--- src/rtl/compress_pkg.sv ---
// Shared types for the word-match compressor: match codes, dictionary FSM states
// and the per-entry move-to-front select encoding.
package compress_pkg;

  localparam int unsigned DICT_ENTRY_DEF = 16;
  localparam int unsigned DICT_WORD_DEF  = 32;

  typedef enum logic [1:0] {
    MATCH_NONE = 2'b00,
    MATCH_2B   = 2'b01,
    MATCH_3B   = 2'b10,
    MATCH_FULL = 2'b11
  } match_e;

  typedef enum logic {
    RUN   = 1'b0,
    FLUSH = 1'b1
  } dict_state_e;

  // Source of each entry's next value.
  typedef enum logic [1:0] {
    SEL_HOLD = 2'b00,
    SEL_PREV = 2'b01,
    SEL_NEW  = 2'b10,
    SEL_LOC  = 2'b11
  } sel_e;

  typedef struct packed {
    logic full_hit;
    logic part_hit;
    logic miss;
  } upd_kind_t;

  // A comparator hit only counts when it lands on a populated entry.
  function automatic upd_kind_t classify(input logic       accept,
                                         input logic [1:0] mtype,
                                         input logic       loc_valid);
    upd_kind_t k;
    k = '0;
    if (accept) begin
      if ((match_e'(mtype) != MATCH_NONE) && loc_valid) begin
        k.full_hit = (match_e'(mtype) == MATCH_FULL);
        k.part_hit = (match_e'(mtype) != MATCH_FULL);
      end else begin
        k.miss = 1'b1;
      end
    end
    return k;
  endfunction

endpackage

--- src/rtl/mtf_dictionary_if.sv ---
// Update/observe bus of the move-to-front dictionary.
interface mtf_dictionary_if #(
  parameter int unsigned DICT_ENTRY = compress_pkg::DICT_ENTRY_DEF,
  parameter int unsigned DICT_WORD  = compress_pkg::DICT_WORD_DEF
);
  localparam int unsigned LOC_W = $clog2(DICT_ENTRY);

  logic                            i_flush;
  logic                            i_valid;
  logic                            o_ready;
  logic [DICT_WORD-1:0]            i_data;
  logic [1:0]                      i_type_matched;
  logic [LOC_W-1:0]                i_location;
  logic [DICT_ENTRY*DICT_WORD-1:0] o_dict;
  logic [DICT_ENTRY-1:0]           o_dict_valid;
  logic [LOC_W:0]                  o_valid_count;

  modport master (
    output i_flush, i_valid, i_data, i_type_matched, i_location,
    input  o_ready, o_dict, o_dict_valid, o_valid_count
  );

  modport slave (
    input  i_flush, i_valid, i_data, i_type_matched, i_location,
    output o_ready, o_dict, o_dict_valid, o_valid_count
  );

endinterface

--- src/rtl/mtf_shift_ctrl.sv ---
// Per-entry next-value select for one move-to-front update.
module mtf_shift_ctrl import compress_pkg::*; #(
  parameter int unsigned DICT_ENTRY = DICT_ENTRY_DEF
) (
  input  upd_kind_t                       kind,
  input  logic [$clog2(DICT_ENTRY)-1:0]   location,
  output sel_e                            sel [DICT_ENTRY]
);

  localparam int unsigned LOC_W = $clog2(DICT_ENTRY);

  // Hits shift entries 0..L-1 down by one; a miss shifts the whole array.
  always_comb begin
    for (int k = 0; k < int'(DICT_ENTRY); k++) begin
      sel[k] = SEL_HOLD;
      if (kind.miss) begin
        sel[k] = (k == 0) ? SEL_NEW : SEL_PREV;
      end else if (kind.full_hit || kind.part_hit) begin
        if (k == 0) begin
          sel[k] = kind.full_hit ? SEL_LOC : SEL_NEW;
        end else if (LOC_W'(k) <= location) begin
          sel[k] = SEL_PREV;
        end
      end
    end
  end

endmodule

--- src/rtl/mtf_dictionary.sv ---
// Move-to-front dictionary: holds the entry registers, valid mask, occupancy
// count and the RUN/FLUSH control; ordering decisions come from mtf_shift_ctrl.
module mtf_dictionary import compress_pkg::*; #(
  parameter int unsigned DICT_ENTRY = DICT_ENTRY_DEF,
  parameter int unsigned DICT_WORD  = DICT_WORD_DEF
) (
  input  logic             i_clk,
  input  logic             i_reset,
  mtf_dictionary_if.slave  bus
);

  localparam int unsigned       LOC_W    = $clog2(DICT_ENTRY);
  localparam int unsigned       CNT_W    = LOC_W + 1;
  localparam logic [CNT_W-1:0]  CNT_FULL = CNT_W'(DICT_ENTRY);

  dict_state_e state_q, state_d;
  logic        ready;
  logic        accept;

  logic [DICT_ENTRY-1:0][DICT_WORD-1:0] dict_q, dict_d, dict_shift;
  logic [DICT_ENTRY-1:0]                mask_q, mask_d;
  logic [CNT_W-1:0]                     count_q, count_d;

  upd_kind_t kind;
  sel_e      sel [DICT_ENTRY];

  // Control FSM: a flush request blocks the word offered in the same cycle.
  always_comb begin
    state_d = state_q;
    ready   = 1'b0;
    case (state_q)
      RUN: begin
        ready = ~bus.i_flush;
        if (bus.i_flush) begin
          state_d = FLUSH;
        end
      end
      FLUSH:   state_d = RUN;
      default: state_d = RUN;
    endcase
  end

  always_ff @(posedge i_clk or posedge i_reset) begin
    if (i_reset) begin
      state_q <= RUN;
    end else begin
      state_q <= state_d;
    end
  end

  assign accept = bus.i_valid & ready;
  assign kind   = classify(accept, bus.i_type_matched, mask_q[bus.i_location]);

  mtf_shift_ctrl #(
    .DICT_ENTRY (DICT_ENTRY)
  ) u_shift_ctrl (
    .kind     (kind),
    .location (bus.i_location),
    .sel      (sel)
  );

  assign dict_shift = {dict_q[DICT_ENTRY-2:0], DICT_WORD'(0)};

  // Next dictionary contents; FLUSH wipes everything on its closing edge.
  always_comb begin
    dict_d  = dict_q;
    mask_d  = mask_q;
    count_d = count_q;
    if (state_q == FLUSH) begin
      dict_d  = '0;
      mask_d  = '0;
      count_d = '0;
    end else begin
      for (int k = 0; k < int'(DICT_ENTRY); k++) begin
        case (sel[k])
          SEL_PREV: dict_d[k] = dict_shift[k];
          SEL_NEW:  dict_d[k] = bus.i_data;
          SEL_LOC:  dict_d[k] = dict_q[bus.i_location];
          default:  dict_d[k] = dict_q[k];
        endcase
      end
      if (kind.miss) begin
        mask_d  = {mask_q[DICT_ENTRY-2:0], 1'b1};
        count_d = (count_q == CNT_FULL) ? count_q : count_q + CNT_W'(1);
      end
    end
  end

  always_ff @(posedge i_clk or posedge i_reset) begin
    if (i_reset) begin
      dict_q  <= '0;
      mask_q  <= '0;
      count_q <= '0;
    end else begin
      dict_q  <= dict_d;
      mask_q  <= mask_d;
      count_q <= count_d;
    end
  end

  assign bus.o_ready       = ready;
  assign bus.o_dict        = dict_q;
  assign bus.o_dict_valid  = mask_q;
  assign bus.o_valid_count = count_q;

endmodule
--- src/flat_wrapper.sv ---
// flat-port wrapper written by rule: the top's interface ports become plain ports
module mtf_dictionary_flat import compress_pkg::*;
#(
  parameter int unsigned DICT_ENTRY = DICT_ENTRY_DEF,
  parameter int unsigned DICT_WORD  = DICT_WORD_DEF
)
  (i_clk, i_reset, bus_i_flush, bus_i_valid, bus_i_data, bus_i_type_matched, bus_i_location, bus_o_ready, bus_o_dict, bus_o_dict_valid, bus_o_valid_count);
  mtf_dictionary_if #(.DICT_ENTRY(DICT_ENTRY), .DICT_WORD(DICT_WORD)) bus_i ();
  input  logic i_clk;
  input  logic i_reset;
  input wire logic [$bits(bus_i.i_flush)-1:0] bus_i_flush;
  input wire logic [$bits(bus_i.i_valid)-1:0] bus_i_valid;
  input wire logic [$bits(bus_i.i_data)-1:0] bus_i_data;
  input wire logic [$bits(bus_i.i_type_matched)-1:0] bus_i_type_matched;
  input wire logic [$bits(bus_i.i_location)-1:0] bus_i_location;
  output wire logic [$bits(bus_i.o_ready)-1:0] bus_o_ready;
  output wire logic [$bits(bus_i.o_dict)-1:0] bus_o_dict;
  output wire logic [$bits(bus_i.o_dict_valid)-1:0] bus_o_dict_valid;
  output wire logic [$bits(bus_i.o_valid_count)-1:0] bus_o_valid_count;
  assign bus_i.i_flush = bus_i_flush;
  assign bus_i.i_valid = bus_i_valid;
  assign bus_i.i_data = bus_i_data;
  assign bus_i.i_type_matched = bus_i_type_matched;
  assign bus_i.i_location = bus_i_location;
  assign bus_o_ready = bus_i.o_ready;
  assign bus_o_dict = bus_i.o_dict;
  assign bus_o_dict_valid = bus_i.o_dict_valid;
  assign bus_o_valid_count = bus_i.o_valid_count;
  mtf_dictionary #(.DICT_ENTRY(DICT_ENTRY), .DICT_WORD(DICT_WORD)) u_core (.i_clk(i_clk), .i_reset(i_reset), .bus(bus_i));
endmodule
--- config.mk ---
export PLATFORM = sky130hd
export DESIGN_NAME = mtf_dictionary_flat
export DESIGN_NICKNAME = d
export VERILOG_FILES = /design/src/rtl/compress_pkg.sv /design/src/rtl/mtf_dictionary_if.sv /design/src/rtl/mtf_shift_ctrl.sv /design/src/rtl/mtf_dictionary.sv /design/src/flat_wrapper.sv
export SDC_FILE = /design/constraint.sdc
export NUM_CORES = 2
export LEC_CHECK = 0
export ABC_AREA = 0
export CAP_MARGIN = 30
export CORE_ASPECT_RATIO = 0.7
export CORE_MARGIN = 4
export CORE_UTILIZATION = 35
export CTS_CLUSTER_DIAMETER = 150
export DETAILED_ROUTE_END_ITERATION = 8
export PLACE_DENSITY_LB_ADDON = 0.08
export SKIP_CTS_REPAIR_TIMING = 1
export SLEW_MARGIN = 20
export SYNTH_ARGS = -nofsm -noshare
export SYNTH_HDL_FRONTEND = slang
export SYNTH_SLANG_ARGS = --single-unit
--- constraint.sdc ---
create_clock -name i_clk -period 18.4 [get_ports i_clk]
set_clock_uncertainty 0.2 [all_clocks]
set_input_delay 1.84 -clock i_clk [delete_from_list [all_inputs] [get_ports i_clk]]
set_output_delay 1.84 -clock i_clk [all_outputs]
set_load 0.02 [all_outputs]
==> run_results.csv <==
group,metric,value,unit
status,status,"finished, final reports clean",
synthesis,yosys-top-cells-count,"nand2_1 (548), dfrtp_1 (534), o21ai_0 (229)",
drt,drt_wl_total,99.9,mm
layout,drive_above_1_share,0.155,
global_routing,grt_overflow_total,0,
clock_tree,insertion_delay,630,ps
synthesis,ys_seq_area_frac,0.510,
synthesis,synth.largest_area_cell,"dfrtp_1",
die,die_w,335,µm
synthesis,syn-cell-area,26200,µm²
sta,tightest_slew,1020,ps
clock_tree,cts-root-buf,"clkbuf_16",
job,cap_violations,0,
synthesis,syn_avg_cell_area,11.2,µm²
critical_path,crit_type,"input pin to flop",
global_routing,grt_max_degree,123,
synthesis,yosysUniqueCellTypes,54,
critical_path,cpPeakStageDelay,650,ps
die,boundaryPins,576,
die,core,73700,µm²
critical_path,cp_cell_sequence,"buf_2 -> buf_4 -> or2_2 -> o2bb2ai_1 -> nor3_2 -> nor2_1 -> o21ai_4 -> buf_4 -> mux2_2",
die,fp-row-count,83,
synthesis,ys_seq_elements,534,
layout,syn_to_final_growth,33.1,%
synthesis,synth_edf_count,0,
pwr,p_per_area,76.3,nW/µm²
pwr,peakVddDrop,63.9,µV
synthesis,ys_warn_count,0,
critical_path,crit_path_start_kind,"input pin",
synthesis,synth_area_leaders,"dfrtp_1 (51%), mux4_2 (14%), nand2_1 (7.8%), o21ai_0 (4.4%), nor2b_1 (3.8%)",
sta,setup_viol,0,
sta,final_hold_viol_count,0,
global_routing,grt_pass1_wl,147,mm
die,dieArea,79400,µm²
worst_hold_path,hp-class,"flop to flop",
sta,fmax,0.199,GHz
critical_path,required,18700,ps
synthesis,synthFlopType,"dfrtp_1",
drt,first_iter_violations,1512,
clock_tree,cts-buffers-inserted,57,
sta,relSlewSlack,0.318,
critical_path,cp_slowest_cell,"buf_4",
clock_tree,cts_max_path_buffers,3,
synthesis,synth_top_area_share,0.510,
clock_tree,cts_num_sinks,534,
global_routing,track_usage,0.247,
clock_tree,tritoncts,"built",
drt,ant_nets,0,
synthesis,yosysMostFrequentCell,"nand2_1",
critical_path,cpMostUsedCell,"buf_4",
placement,portBuffers,575,
die,die_y,237,µm
sta,drv_slew,0,
synthesis,syn_nets,2383,
layout,nets,2873,
sta,setup_tns,0,ps
drt,viasPerCell,5.39,
die,initial_core_util,0.356,
drt,routedWlPerCell,25.9,µm
clock_tree,cts.clk_slew.worst_paths,60,ps
pwr,p_total,0.00266,W
drt,drc,0,
synthesis,synthArstFlopShare,1.00,
sta,finalCritPeriodShare,0.273,
global_routing,grt_pass1_vias,21100,
critical_path,worstSetupEndpointType,"flop",
synthesis,synthCells,2339,
drt,num_vias,20800,
sta,rsz0062_at_grt,"false",
global_routing,antenna_found_initial,0,
placement,hpwl,67.1,mm
critical_path,worstPathMaxFanout,44,
critical_path,cp.arrival,5330,ps
clock_tree,cts_max_level,2,
drt,drt_pass1_iterations,5,
pwr,power.leakage,14.6,nW
placement,gp_congestion,0.830,
sta,period_minus_slack,5030,ps
## placed cells by master, fill, tap and decap left out, types with 3 or more instances in the layout
cell type,count
clkdlybuf4s50_1,571
nand2_1,547
dfrtp_1,533
o21ai_0,229
nor2b_1,161
mux4_2,160
mux2_2,80
a21oi_1,78
nor2_1,73
clkbuf_16,58
mux2_1,54
nand3_1,39
mux2i_1,38
buf_4,37
mux2_4,31
a221o_1,31
o21ai_1,30
clkbuf_1,14
clkbuf_8,14
clkinv_2,10
buf_12,6
buf_16,5
inv_1,4
or3_1,4
a21oi_4,4
diode_2,3
nand2b_1,3
o21bai_4,3
o21ai_4,3
bufinv_16,3
## worst paths after layout
path	startpoint	endpoint	slack, ps	cells after the start
min in group asynchronous	i_reset	u_core.bus.o_dict[455]$_DFFE_PP0P_	1620	2
worst max register to register	u_core.state_q$_DFF_PP0_	u_core.bus.o_dict[315]$_DFFE_PP0P_	13430	8
worst min-delay path	u_core.bus.o_valid_count[4]$_DFFE_PP0P_	u_core.bus.o_valid_count[4]$_DFFE_PP0P_	310	1
max in group asynchronous	i_reset	u_core.bus.o_dict[406]$_DFFE_PP0P_	13500	7
worst max-delay path	bus_i_location[2]	u_core.bus.o_dict[465]$_DFFE_PP0P_	13370	9
worst min register to register	u_core.bus.o_valid_count[4]$_DFFE_PP0P_	u_core.bus.o_valid_count[4]$_DFFE_PP0P_	310	1
## logic make-up after synthesis
logic type | count (synthesis) | share of synthesized area
AOI/OAI and AO/OA | 399 | 0.0873
xor gates and xnor gates | 1 | 0.000334
adders and majority gates | 2 | 0.000954
buffers and inverters | 197 | 0.0344
DFF | 534 | 0.510
muxes | 363 | 0.227
and+or+nand+nor | 843 | 0.140
## flip-flops by register name (all words and copies together) (netlist names)
signal,flops
u_core.bus.o_valid_count,5
u_core.bus.o_dict_valid,16
u_core.bus.o_dict,512
u_core.state_q,1
## layout make-up
cell class,instances,area [µm²]
fillers,6755,38800
flip-flops and latches,534,13400
multi-input cells,1608,12100
repair buffers,622,6280
clock buffers,86,1700
well taps,977,1220
clock inverters,17,181
inverters,6,35.0
diodes,3,7.51
## worst max-delay path, delay by kind of cell
family	cells	cell delay [ps]
buf+inv	3	1270
simple gates	3	1080
compound gates	2	680
mux	1	390
## power by group
group	leakage, nW	switching, W	internal, W
Sequential	7.43	0.0000175	0.00119
Clock	0.929	0.000498	0.000675
Combinational	6.25	0.000196	0.0000900
Total	14.6	0.000711	0.00195
## routing by layer
layer,share of wire,global-route usage
met5,0,0
met4,0.028,0.0704
met3,0.072,0.0614
met2,0.48,0.404
met1,0.42,0.329
## through the flow
| stage | setup slack [ps] | utilization | cells | instance area, µm² | hold WS, ps |
|---|---|---|---|---|---|
| floorplan | 1440 | - | 2339 | 26200 | 402 |
| global placement | 12320 | 0.444 | 3736 | 32800 | 304 |
| detailed placement | 12480 | 0.446 | 3740 | 32900 | 308 |
| CTS | 13170 | 0.471 | 3843 | 34700 | 318 |
| global route | 13060 | 0.473 | 3850 | 34900 | 359 |
| finish | 13370 | 0.474 | 3853 | 34900 | 314 |
Note: power is estimated with default switching activity, not from simulation.
